### config.mk
export PLATFORM = sky130hd
export DESIGN_NAME = ins_pipe_flat
export DESIGN_NICKNAME = d
export VERILOG_FILES = /design/src/rtl/ins_pipe_if.sv /design/src/rtl/ins_pipe.sv /design/src/flat_wrapper.sv
export SDC_FILE = /design/constraint.sdc
export NUM_CORES = 1
export LEC_CHECK = 0
export ABC_AREA = 1
export CAP_MARGIN = 0
export CORE_AREA = 10 10 171 157
export DETAILED_ROUTE_END_ITERATION = 16
export DIE_AREA = 0 0 181 167
export PLACE_DENSITY = 0.79
export SYNTH_ARGS = -nofsm -noshare
export SYNTH_HDL_FRONTEND = slang
export SYNTH_SLANG_ARGS = --single-unit
### constraint.sdc
create_clock -name clk -period 12.2 [get_ports clk]
set_input_delay 2.44 -clock clk [delete_from_list [all_inputs] [get_ports clk]]
set_output_delay 2.44 -clock clk [all_outputs]
set_load 0.05 [all_outputs]
### src/rtl/ins_pipe_if.sv
// Bundle between fetch/control (master) and the instruction-register pipeline (slave).
// Carries the fetched word, flush request, stage IRs, decoded fields, PCs and counters.
interface ins_pipe_if;
  logic [31:0] imem_ins;
  logic [31:0] fetch_pc;
  logic        stall_decode;

  logic [31:0] ins1, ins2, ins3, ins4;
  logic [6:0]  opcode1, opcode2, opcode3, opcode4;
  logic [4:0]  ins2_rs1, ins2_rs2;
  logic [4:0]  ins3_rd, ins3_rs2;
  logic [4:0]  ins4_rd;
  logic [31:0] pc2, pc4;
  logic        fetch_hold;
  logic [15:0] bubble_count, flush_count;

  modport master (
    output imem_ins, fetch_pc, stall_decode,
    input  ins1, ins2, ins3, ins4,
    input  opcode1, opcode2, opcode3, opcode4,
    input  ins2_rs1, ins2_rs2, ins3_rd, ins3_rs2, ins4_rd,
    input  pc2, pc4, fetch_hold, bubble_count, flush_count
  );

  modport slave (
    input  imem_ins, fetch_pc, stall_decode,
    output ins1, ins2, ins3, ins4,
    output opcode1, opcode2, opcode3, opcode4,
    output ins2_rs1, ins2_rs2, ins3_rd, ins3_rs2, ins4_rd,
    output pc2, pc4, fetch_hold, bubble_count, flush_count
  );
endinterface

### src/rtl/ins_pipe.sv
// Four-stage RISC-V instruction-register pipeline: advances IR/PC pairs, inserts a
// one-cycle load-use bubble, and squashes decode/execute on a control-flow flush.
module ins_pipe (
  input logic       clk,
  input logic       reset,
  ins_pipe_if.slave bus
);
  localparam logic [31:0] NOP      = 32'h0000_0013;
  localparam logic [6:0]  OP_LOAD  = 7'b0000011;
  localparam logic [6:0]  OP_LUI   = 7'b0110111;
  localparam logic [6:0]  OP_AUIPC = 7'b0010111;
  localparam logic [6:0]  OP_JAL   = 7'b1101111;

  logic [31:0] ins1_q, ins2_q, ins3_q, ins4_q;
  logic [31:0] ins1_d, ins2_d, ins3_d, ins4_d;
  logic [31:0] pc1_q, pc2_q, pc3_q, pc4_q;
  logic [31:0] pc1_d, pc2_d, pc3_d, pc4_d;
  logic [15:0] bubble_cnt_q, bubble_cnt_d;
  logic [15:0] flush_cnt_q, flush_cnt_d;
  logic        hazard;
  logic        flush;
  logic        ins1_uses_rs;

  // U-type and jal carry no source registers, so their rs fields are immediate bits.
  always_comb begin
    ins1_uses_rs = (ins1_q[6:0] != OP_LUI) && (ins1_q[6:0] != OP_AUIPC) &&
                   (ins1_q[6:0] != OP_JAL);
    hazard = (ins2_q[6:0] == OP_LOAD) && (ins2_q[11:7] != 5'd0) && ins1_uses_rs &&
             ((ins1_q[19:15] == ins2_q[11:7]) || (ins1_q[24:20] == ins2_q[11:7]));
  end

  assign flush = bus.stall_decode;

  always_comb begin
    ins1_d       = bus.imem_ins;
    pc1_d        = bus.fetch_pc;
    ins2_d       = ins1_q;
    pc2_d        = pc1_q;
    ins3_d       = ins2_q;
    pc3_d        = pc2_q;
    ins4_d       = ins3_q;
    pc4_d        = pc3_q;
    bubble_cnt_d = bubble_cnt_q;
    flush_cnt_d  = flush_cnt_q;
    if (flush) begin
      ins1_d      = NOP;
      pc1_d       = 32'd0;
      ins2_d      = NOP;
      pc2_d       = 32'd0;
      flush_cnt_d = flush_cnt_q + 16'd1;
    end else if (hazard) begin
      ins1_d       = ins1_q;
      pc1_d        = pc1_q;
      ins2_d       = NOP;
      pc2_d        = 32'd0;
      bubble_cnt_d = bubble_cnt_q + 16'd1;
    end
  end

  always_ff @(posedge clk or posedge reset) begin
    if (reset) begin
      ins1_q       <= NOP;
      ins2_q       <= NOP;
      ins3_q       <= NOP;
      ins4_q       <= NOP;
      pc1_q        <= 32'd0;
      pc2_q        <= 32'd0;
      pc3_q        <= 32'd0;
      pc4_q        <= 32'd0;
      bubble_cnt_q <= 16'd0;
      flush_cnt_q  <= 16'd0;
    end else begin
      ins1_q       <= ins1_d;
      ins2_q       <= ins2_d;
      ins3_q       <= ins3_d;
      ins4_q       <= ins4_d;
      pc1_q        <= pc1_d;
      pc2_q        <= pc2_d;
      pc3_q        <= pc3_d;
      pc4_q        <= pc4_d;
      bubble_cnt_q <= bubble_cnt_d;
      flush_cnt_q  <= flush_cnt_d;
    end
  end

  assign bus.ins1         = ins1_q;
  assign bus.ins2         = ins2_q;
  assign bus.ins3         = ins3_q;
  assign bus.ins4         = ins4_q;
  assign bus.opcode1      = ins1_q[6:0];
  assign bus.opcode2      = ins2_q[6:0];
  assign bus.opcode3      = ins3_q[6:0];
  assign bus.opcode4      = ins4_q[6:0];
  assign bus.ins2_rs1     = ins2_q[19:15];
  assign bus.ins2_rs2     = ins2_q[24:20];
  assign bus.ins3_rd      = ins3_q[11:7];
  assign bus.ins3_rs2     = ins3_q[24:20];
  assign bus.ins4_rd      = ins4_q[11:7];
  assign bus.pc2          = pc2_q;
  assign bus.pc4          = pc4_q;
  assign bus.fetch_hold   = hazard && !flush;
  assign bus.bubble_count = bubble_cnt_q;
  assign bus.flush_count  = flush_cnt_q;
endmodule

### src/flat_wrapper.sv
// flat-port wrapper written by rule: the top's interface ports become plain ports
module ins_pipe_flat 
  (clk, reset, bus_imem_ins, bus_fetch_pc, bus_stall_decode, bus_ins1, bus_ins2, bus_ins3, bus_ins4, bus_opcode1, bus_opcode2, bus_opcode3, bus_opcode4, bus_ins2_rs1, bus_ins2_rs2, bus_ins3_rd, bus_ins3_rs2, bus_ins4_rd, bus_pc2, bus_pc4, bus_fetch_hold, bus_bubble_count, bus_flush_count);
  ins_pipe_if bus_i ();
  input logic clk;
  input logic reset;
  input wire logic [$bits(bus_i.imem_ins)-1:0] bus_imem_ins;
  input wire logic [$bits(bus_i.fetch_pc)-1:0] bus_fetch_pc;
  input wire logic [$bits(bus_i.stall_decode)-1:0] bus_stall_decode;
  output wire logic [$bits(bus_i.ins1)-1:0] bus_ins1;
  output wire logic [$bits(bus_i.ins2)-1:0] bus_ins2;
  output wire logic [$bits(bus_i.ins3)-1:0] bus_ins3;
  output wire logic [$bits(bus_i.ins4)-1:0] bus_ins4;
  output wire logic [$bits(bus_i.opcode1)-1:0] bus_opcode1;
  output wire logic [$bits(bus_i.opcode2)-1:0] bus_opcode2;
  output wire logic [$bits(bus_i.opcode3)-1:0] bus_opcode3;
  output wire logic [$bits(bus_i.opcode4)-1:0] bus_opcode4;
  output wire logic [$bits(bus_i.ins2_rs1)-1:0] bus_ins2_rs1;
  output wire logic [$bits(bus_i.ins2_rs2)-1:0] bus_ins2_rs2;
  output wire logic [$bits(bus_i.ins3_rd)-1:0] bus_ins3_rd;
  output wire logic [$bits(bus_i.ins3_rs2)-1:0] bus_ins3_rs2;
  output wire logic [$bits(bus_i.ins4_rd)-1:0] bus_ins4_rd;
  output wire logic [$bits(bus_i.pc2)-1:0] bus_pc2;
  output wire logic [$bits(bus_i.pc4)-1:0] bus_pc4;
  output wire logic [$bits(bus_i.fetch_hold)-1:0] bus_fetch_hold;
  output wire logic [$bits(bus_i.bubble_count)-1:0] bus_bubble_count;
  output wire logic [$bits(bus_i.flush_count)-1:0] bus_flush_count;
  assign bus_i.imem_ins = bus_imem_ins;
  assign bus_i.fetch_pc = bus_fetch_pc;
  assign bus_i.stall_decode = bus_stall_decode;
  assign bus_ins1 = bus_i.ins1;
  assign bus_ins2 = bus_i.ins2;
  assign bus_ins3 = bus_i.ins3;
  assign bus_ins4 = bus_i.ins4;
  assign bus_opcode1 = bus_i.opcode1;
  assign bus_opcode2 = bus_i.opcode2;
  assign bus_opcode3 = bus_i.opcode3;
  assign bus_opcode4 = bus_i.opcode4;
  assign bus_ins2_rs1 = bus_i.ins2_rs1;
  assign bus_ins2_rs2 = bus_i.ins2_rs2;
  assign bus_ins3_rd = bus_i.ins3_rd;
  assign bus_ins3_rs2 = bus_i.ins3_rs2;
  assign bus_ins4_rd = bus_i.ins4_rd;
  assign bus_pc2 = bus_i.pc2;
  assign bus_pc4 = bus_i.pc4;
  assign bus_fetch_hold = bus_i.fetch_hold;
  assign bus_bubble_count = bus_i.bubble_count;
  assign bus_flush_count = bus_i.flush_count;
  ins_pipe u_core (.clk(clk), .reset(reset), .bus(bus_i));
endmodule
* Yosys cells after proc, flatten, opt, wreduce, memory -nomap -nowiden
Index checks and enable logic that the tools add are counted.
** Word-level totals
- Input port bits :: 67
- Word-level logic and storage cells :: 38
- Output and inout port bits :: 278
- Register bits :: 288
** Cells by class
- Equality and inequality tests :: 7
- Multiplexer cells :: 8
- Reduce and logical (&&, ||, !) cells :: 10
- $add $sub $neg :: 2
- Bitwise logic cells :: 1
** Operators by type and width (number)
- $mux W32 :: 8
- $add A16 B1 Y16 const B :: 2
- $eq A5 B5 Y1 :: 2
- $eq A7 B2 Y1 const B :: 1
- $ne A7 B5 Y1 const B :: 1
- $ne A7 B6 Y1 const B :: 1
- $ne A7 B7 Y1 const B :: 1
- $logic_and A1 B1 Y1 :: 6
- $reduce_bool A5 Y1 :: 1
- $ne A2 B2 Y1 const B :: 1
- $reduce_and A2 Y1 :: 1
- $logic_not A1 Y1 :: 1
- $logic_or A1 B1 Y1 :: 1
- $not A1 Y1 :: 1

* Longest topological paths before layout
Gate-level depths: netlist of run 1.
- Word-level depth :: 7
- Gate-level depth with buffers :: 11
- Mapped depth without buffers :: 9

* Worst setup path after synthesis of run 1
Ideal clock, no wire load.
- Path kind :: input -> output
- From :: in bus_stall_decode
- To :: out bus_fetch_hold
- Data required time :: 9.760 ns
- Path slack :: 6.440 ns
- Data arrival time :: 3.320 ns
- Stages :: 5
- Buffers on the path :: 2
- Path through :: buf_4 inv_2 nand3_2 buf_2 inv_1
** Between the ends
- Cells in the longest elaborated chain, start to end :: 2
** Ends and longest elaborated chain
- start: declaration :: line flat_wrapper.sv:9 : input wire logic [$bits(bus_i.stall_decode)-1:0] bus_stall_decode;
- $logic_not A1 Y1 :: line ins_pipe.sv:101 : assign bus.fetch_hold = hazard && !flush;
- $logic_and A1 B1 Y1 :: line ins_pipe.sv:101
- end: declaration :: line flat_wrapper.sv:25 : output wire logic [$bits(bus_i.fetch_hold)-1:0] bus_fetch_hold;
Every way passes these cells.

* Worst setup path after layout of run 1
Same ends and word-level chain as after synthesis.

==> impl_metrics.json, run 1 <==
{
  "dr_total_vias": 7720,
  "clock-root-buffer": "clkbuf_16",
  "yosysMostFrequentCell": "dfrtp_1",
  "nNetsFinal": 1313,
  "start_util_pct": 45.5,
  "slew_viol_final": 0,
  "rsz0062_at_grt": "no",
  "grt_pass1_wl_um": 46400,
  "num_io_pins": 345,
  "min_path_type": "flop to flop",
  "ys_seq_area_share_pct": 68.6,
  "finalCriticalPeriod_ns": 7.36,
  "path_max_fanout": 56,
  "track_usage_pct": 19.0,
  "status": "completed",
  "clkPwrFrac_pct": 40.8,
  "drt_iter0_markers": 616,
  "synth_top_family_by_area": "simple AND/OR/NAND/NOR gates",
  "route.detailed.drc": 0,
  "io_buffers": 344,
  "critPathCaptureType": "output port",
  "worst_slew_pin_slew_ns": 0.962,
  "ys_top_cells_by_area": "dfrtp_1, nand2_1, nand4_1, buf_4, nand3_1",
  "wire_per_inst_um": 19.0,
  "cts.sinks": 288,
  "hold_viol": 0,
  "ctsHoldBuffers": 0,
  "yosys_warnings": 0,
  "first_global_vias": 7865,
  "htree_levels": 1,
  "p_leak_nw": 7.08,
  "combinationalPowerShare_pct": 16.3,
  "antenna_found_initial": 2,
  "numCtsBuffers": 29,
  "routed_wl_um": 29900,
  "avgSynthCellArea_um2": 10.9,
  "drt_first_pass_iters": 5,
  "maxCapViolations": 0,
  "gp_congestion": 0.817,
  "insertion_delay_ns": 0.55,
  "synth_common_cells": "dfrtp_1, nand2_1, nor2_1",
  "fin_util_pct": 64.2,
  "synth_edf_count": 0,
  "dp.final_hpwl_um": 20600,
  "synth_xor_area_share_pct": 1.75,
  "drtAntennaViolNets": 0,
  "peakVddDrop_mv": 0.128,
  "synth_top_area_share_pct": 65.6,
  "cp.arrival_ns": 4.92,
  "yosys.area_share.adder_pct": 0.238,
  "setup_ws_ns": 4.84,
  "path_class": "input port to output port",
  "crit_start": "bus_stall_decode",
  "max_slew_margin_pct": 35.8,
  "ys_types": 23,
  "r2r_cells": 9,
  "cp.required_ns": 9.76,
  "die_x_um": 181,
  "cp-start-kind": "input port",
  "syn2layout_area_growth_pct": 41.2,
  "core_mm2": 0.0231,
  "setup_violations": 0,
  "drive_gt1_share_pct": 6.47,
  "synth_cells": 963,
  "async_flop_share_pct": 100,
  "pwr-share-seq_pct": 42.9,
  "dieArea_mm2": 0.0302,
  "max_freq_mhz": 136,
  "post_drt_via_cell_ratio": 4.91,
  "synth_area_leader_cell": "dfrtp_1",
  "regToRegSetupSlack_ns": 9.09,
  "syn_area_mm2": 0.0105,
  "synth_fp_nets": 1032,
  "internal_power_w": 0.00175,
  "synth_compound_area_share_pct": 0,
  "path_clk_slew_ns": 0.06,
  "cts_resized": 0,
  "clockBufferDepth": 3,
  "die_h_um": 167,
  "fin_setup_tns_ns": 0,
  "grt.overflow.total": 0,
  "fin_skew_ns": 0.0162,
  "fp-row-count": 53,
  "synth_seq_cells": 288,
  "reg2reg_from": "u_core.bus.ins2[0]",
  "muxShareOfSynthArea_pct": 0,
  "period_share_pct": 60.4,
  "post_cts_buffers": 0,
  "yosys.area_share.simple_pct": 19.5,
  "dpl_worst_slack_ns": 4.84,
  "switching_share_pct": 28.4,
  "cts_tree": "built",
  "p_sw_w": 0.000692,
  "fin_cells": 1571,
  "grt_max_degree": 183,
  "yosys_most_used_dff": "dfrtp_1",
  "p_per_area_mw_per_mm2": 164,
  "critPathCapture": "bus_fetch_hold",
  "reg2reg_to": "u_core.bus.ins2[30]",
  "dp_cells": 1515
}
==> power groups by stage <==
stage | sequential (W) | combinational (W) | clock, W
6_report | 0.00105 | 0.000396 | 0.000995
5_1_grt | 0.00105 | 0.000419 | 0.00106
4_1_cts | 0.00105 | 0.000402 | 0.00102
3_5_place_dp | 0.00106 | 0.000400 | 0
3_3_place_gp | 0.00106 | 0.000395 | 0
2_1_floorplan | 0.00119 | 0.000123 | 0
==> cell usage in the layout, fill, tap and decap left out, types with 12 or more instances in the layout <==
| cell | n |
|---|---|
| inv_1 | 96 |
| dfstp_2 | 12 |
| nand4_1 | 86 |
| nand2_1 | 167 |
| xor2_1 | 14 |
| clkdlybuf4s50_1 | 344 |
| nor2_1 | 100 |
| nand3_1 | 84 |
| dfrtp_1 | 276 |
| clkbuf_16 | 29 |
==> worst max-delay path, cell delays in order <==
cell	delay, ns
clkdlybuf4s50_1	0.59
inv_4	0.51
nand3_2	0.41
inv_1	0.15
clkdlybuf4s50_1	0.82
==> sequential cells by signal (all words and copies together) (netlist names) <==
| register | flops |
|---|---|
| u_core.bus.bubble_count | 16 |
| u_core.bus.flush_count | 16 |
| u_core.bus.ins1 | 32 |
| u_core.bus.ins2 | 32 |
| u_core.bus.ins3 | 32 |
| u_core.bus.ins4 | 32 |
| u_core.bus.pc2 | 32 |
| u_core.bus.pc4 | 32 |
| u_core.pc1_q | 32 |
| u_core.pc3_q | 32 |
==> layout make-up <==
type,count,area [um2]
fill,1719,8280
sequential,288,7220
timing repair buffer,350,3500
multi-input combinational,474,2280
clock buffer,38,810
inverter,101,389
tap,302,378
clock inverter,16,284
antenna,2,5.00
==> worst min-delay path by stage <==
stage	start	endpoint	cells past startpoint	slack (ns)
global route	u_core.pc3_q[23]	u_core.bus.pc4[23]	0	0.34
CTS	u_core.pc3_q[23]	u_core.bus.pc4[23]	0	0.33
finish	u_core.pc3_q[23]	u_core.bus.pc4[23]	0	0.33
global placement	u_core.pc3_q[6]	u_core.bus.pc4[6]	0	0.33
detailed placement	u_core.pc3_q[18]	u_core.bus.pc4[18]	0	0.33
floorplan	u_core.pc3_q[0]	u_core.bus.pc4[0]	0	0.33
==> cells by family after synthesis <==
kind of cell / Yosys count
buffers and inverters: 201
adder cells (fa/ha/maj): 2
XOR/XNOR: 21
AND/OR/NAND/NOR: 451
flip-flops: 288
==> through the flow <==
step	instance area, um2	total power, W	hold WS, ns
final	14900	0.00244	0.335
after global routing	14900	0.00253	0.344
after CTS	14900	0.00247	0.335
after detailed placement	13800	0.00146	0.335
after global placement	13800	0.00146	0.331
after floorplan	10500	0.00132	0.331
==> per-layer routing <==
metal / track usage, % / share of wire [%]
met2: 33.4 / 52
met1: 22.3 / 38
met4: 5.62 / 2.3
met3: 5.05 / 7.8
met5: 0 / 0
(Power assumes the default switching activity.)
==> run 2: changes to the inputs <==
Clock period 12.2 ns to 7.14 ns, I/O delays scaled along.
==> run 2 against run 1 <==
Compared with the run above: global-route usage grew 0.30 points; power grew 63%; clock power grew 51%; combinational power grew 71%; routed wire length grew 0.77%; hold slack gained 0.0030 ns; critical path depth is the same; sequential power grew 70%; critical endpoint unchanged; largest cell class unchanged; largest power group unchanged.
==> impl_metrics.json, run 2 (synthesis gave the netlist of run 1 again) <==
{
  "gp_congestion": 0.809,
  "wl_met3_um": 2240,
  "wire_per_inst_um": 19.2,
  "first_global_vias": 7861,
  "routed_wl_um": 30100,
  "cts.sinks": 288,
  "clock-root-buffer": "clkbuf_16",
  "status": "completed",
  "grt.overflow.total": 0,
  "peakVddDrop_mv": 0.267,
  "post_cts_buffers": 0,
  "post_drt_via_cell_ratio": 4.89,
  "antenna_found_initial": 1,
  "path_max_fanout": 58,
  "htree_levels": 1,
  "final_cell_mix": "clkdlybuf4s50_1, dfrtp_1, nand2_1",
  "start_util_pct": 45.5,
  "fin_skew_ns": 0.0150,
  "hold_viol": 0,
  "slew_viol_final": 0,
  "cp.arrival_ns": 3.96,
  "fin_setup_tns_ns": 0,
  "max_slew_margin_pct": 34.9,
  "period_share_pct": 75.5,
  "finalCriticalPeriod_ns": 5.39,
  "drive_gt1_share_pct": 6.39,
  "cp.required_ns": 5.71,
  "nNetsFinal": 1315,
  "wl_met2_um": 15600,
  "drt_iter0_markers": 755,
  "dieArea_mm2": 0.0302,
  "cp-start-kind": "input port",
  "min_path_type": "flop to flop",
  "path_clk_slew_ns": 0.06,
  "insertion_delay_ns": 0.54,
  "core_mm2": 0.0231,
  "hold_path_end": "u_core.bus.pc4[22]",
  "fp-row-count": 53,
  "dr_total_vias": 7680,
  "routedLengthMet1_um": 11700,
  "min_delay_path_depth": 0,
  "rsz0062_at_grt": "no",
  "ctsHoldBuffers": 0,
  "clockBufferDepth": 3,
  "mostFrequentLayoutCell": "clkdlybuf4s50_1",
  "die_h_um": 167,
  "grt_pass1_wl_um": 47200,
  "num_io_pins": 345,
  "die_x_um": 181,
  "fin_util_pct": 63.6,
  "min_from": "u_core.pc3_q[22]",
  "cts_resized": 0,
  "max_freq_mhz": 186,
  "drtAntennaViolNets": 0,
  "regToRegSetupSlack_ns": 3.52,
  "reg2reg_to": "u_core.bus.pc2[6]",
  "io_buffers": 344,
  "worst_slew_pin_slew_ns": 0.977,
  "total_power_w": 0.00397,
  "route.detailed.drc": 0,
  "numCtsBuffers": 29,
  "track_usage_pct": 19.3,
  "maxCapViolations": 0,
  "drt_first_pass_iters": 7,
  "setup_violations": 0,
  "p_per_area_mw_per_mm2": 270,
  "r2r_cells": 9,
  "critPathCaptureType": "output port",
  "cts_tree": "built",
  "reg2reg_from": "u_core.bus.ins2[1]",
  "routed.top_layer": "met4",
  "p_leak_nw": 7.02,
  "dp.final_hpwl_um": 21100,
  "syn2layout_area_growth_pct": 39.9,
  "grt_max_degree": 148,
  "path_class": "input port to output port"
}
==> run 2: changes by cell type in the layout (fill, tap and decap cells not counted), sizes merged <==
cell,delta
buf,+2
clkinvlp,+1
clkbuf,-1
clkinv,+6
bufinv,-4
inv,-3
diode,-1
==> run 2: stage by stage <==
stage | hold WS, ns | instance area (um2) | instances | setup slack (ns)
2_1_floorplan | 0.331 | 10500 | 963 | 1.90
3_3_place_gp | 0.332 | 13800 | 1517 | 1.79
3_5_place_dp | 0.335 | 13800 | 1517 | 1.76
4_1_cts | 0.337 | 14700 | 1570 | 1.74
5_1_grt | 0.343 | 14700 | 1571 | 1.58
6_report | 0.338 | 14700 | 1571 | 1.75
==> run 2: critical path, cell delays in order <==
cell and delay, ns:
clkdlybuf4s50_1 0.57, inv_4 0.52, nand3_2 0.45, inv_1 0.14, clkdlybuf4s50_1 0.82
==> run 2: worst max-delay path by stage <==
stage / start / slack [ns] / depth (start not counted) / to
after global placement: bus_stall_decode / 1.79 / 5 / bus_fetch_hold
after detailed placement: bus_stall_decode / 1.76 / 5 / bus_fetch_hold
after CTS: bus_stall_decode / 1.74 / 5 / bus_fetch_hold
after global routing: bus_stall_decode / 1.58 / 5 / bus_fetch_hold
after floorplan: reset / 1.90 / 1 / u_core.bus.bubble_count[0]
final: bus_stall_decode / 1.75 / 5 / bus_fetch_hold
==> run 2: final cells by class <==
cell class	count	area [um2]
tap	302	378
sequential	288	7220
fill	1734	8420
inverter	101	385
antenna	1	2.50
clock buffer	37	776
clock inverter	16	165
timing repair buffer	352	3520
multi-input combinational	474	2280
==> run 2: layer usage <==
metal / vias to the layer above / track usage [%]
met3: 39 / 4.83
met2: 297 / 34.1
met5: - / 0
li1: 3580 / -
met4: 0 / 4.56
met1: 3764 / 23.1
==> run 2: report_power, final <==
group	leakage [nW]	total (W)	internal, W	switching (W)
sequential	3.80	0.00179	0.00172	0.0000712
clock	0.470	0.00150	0.000877	0.000625
combinational	2.75	0.000678	0.000207	0.000471
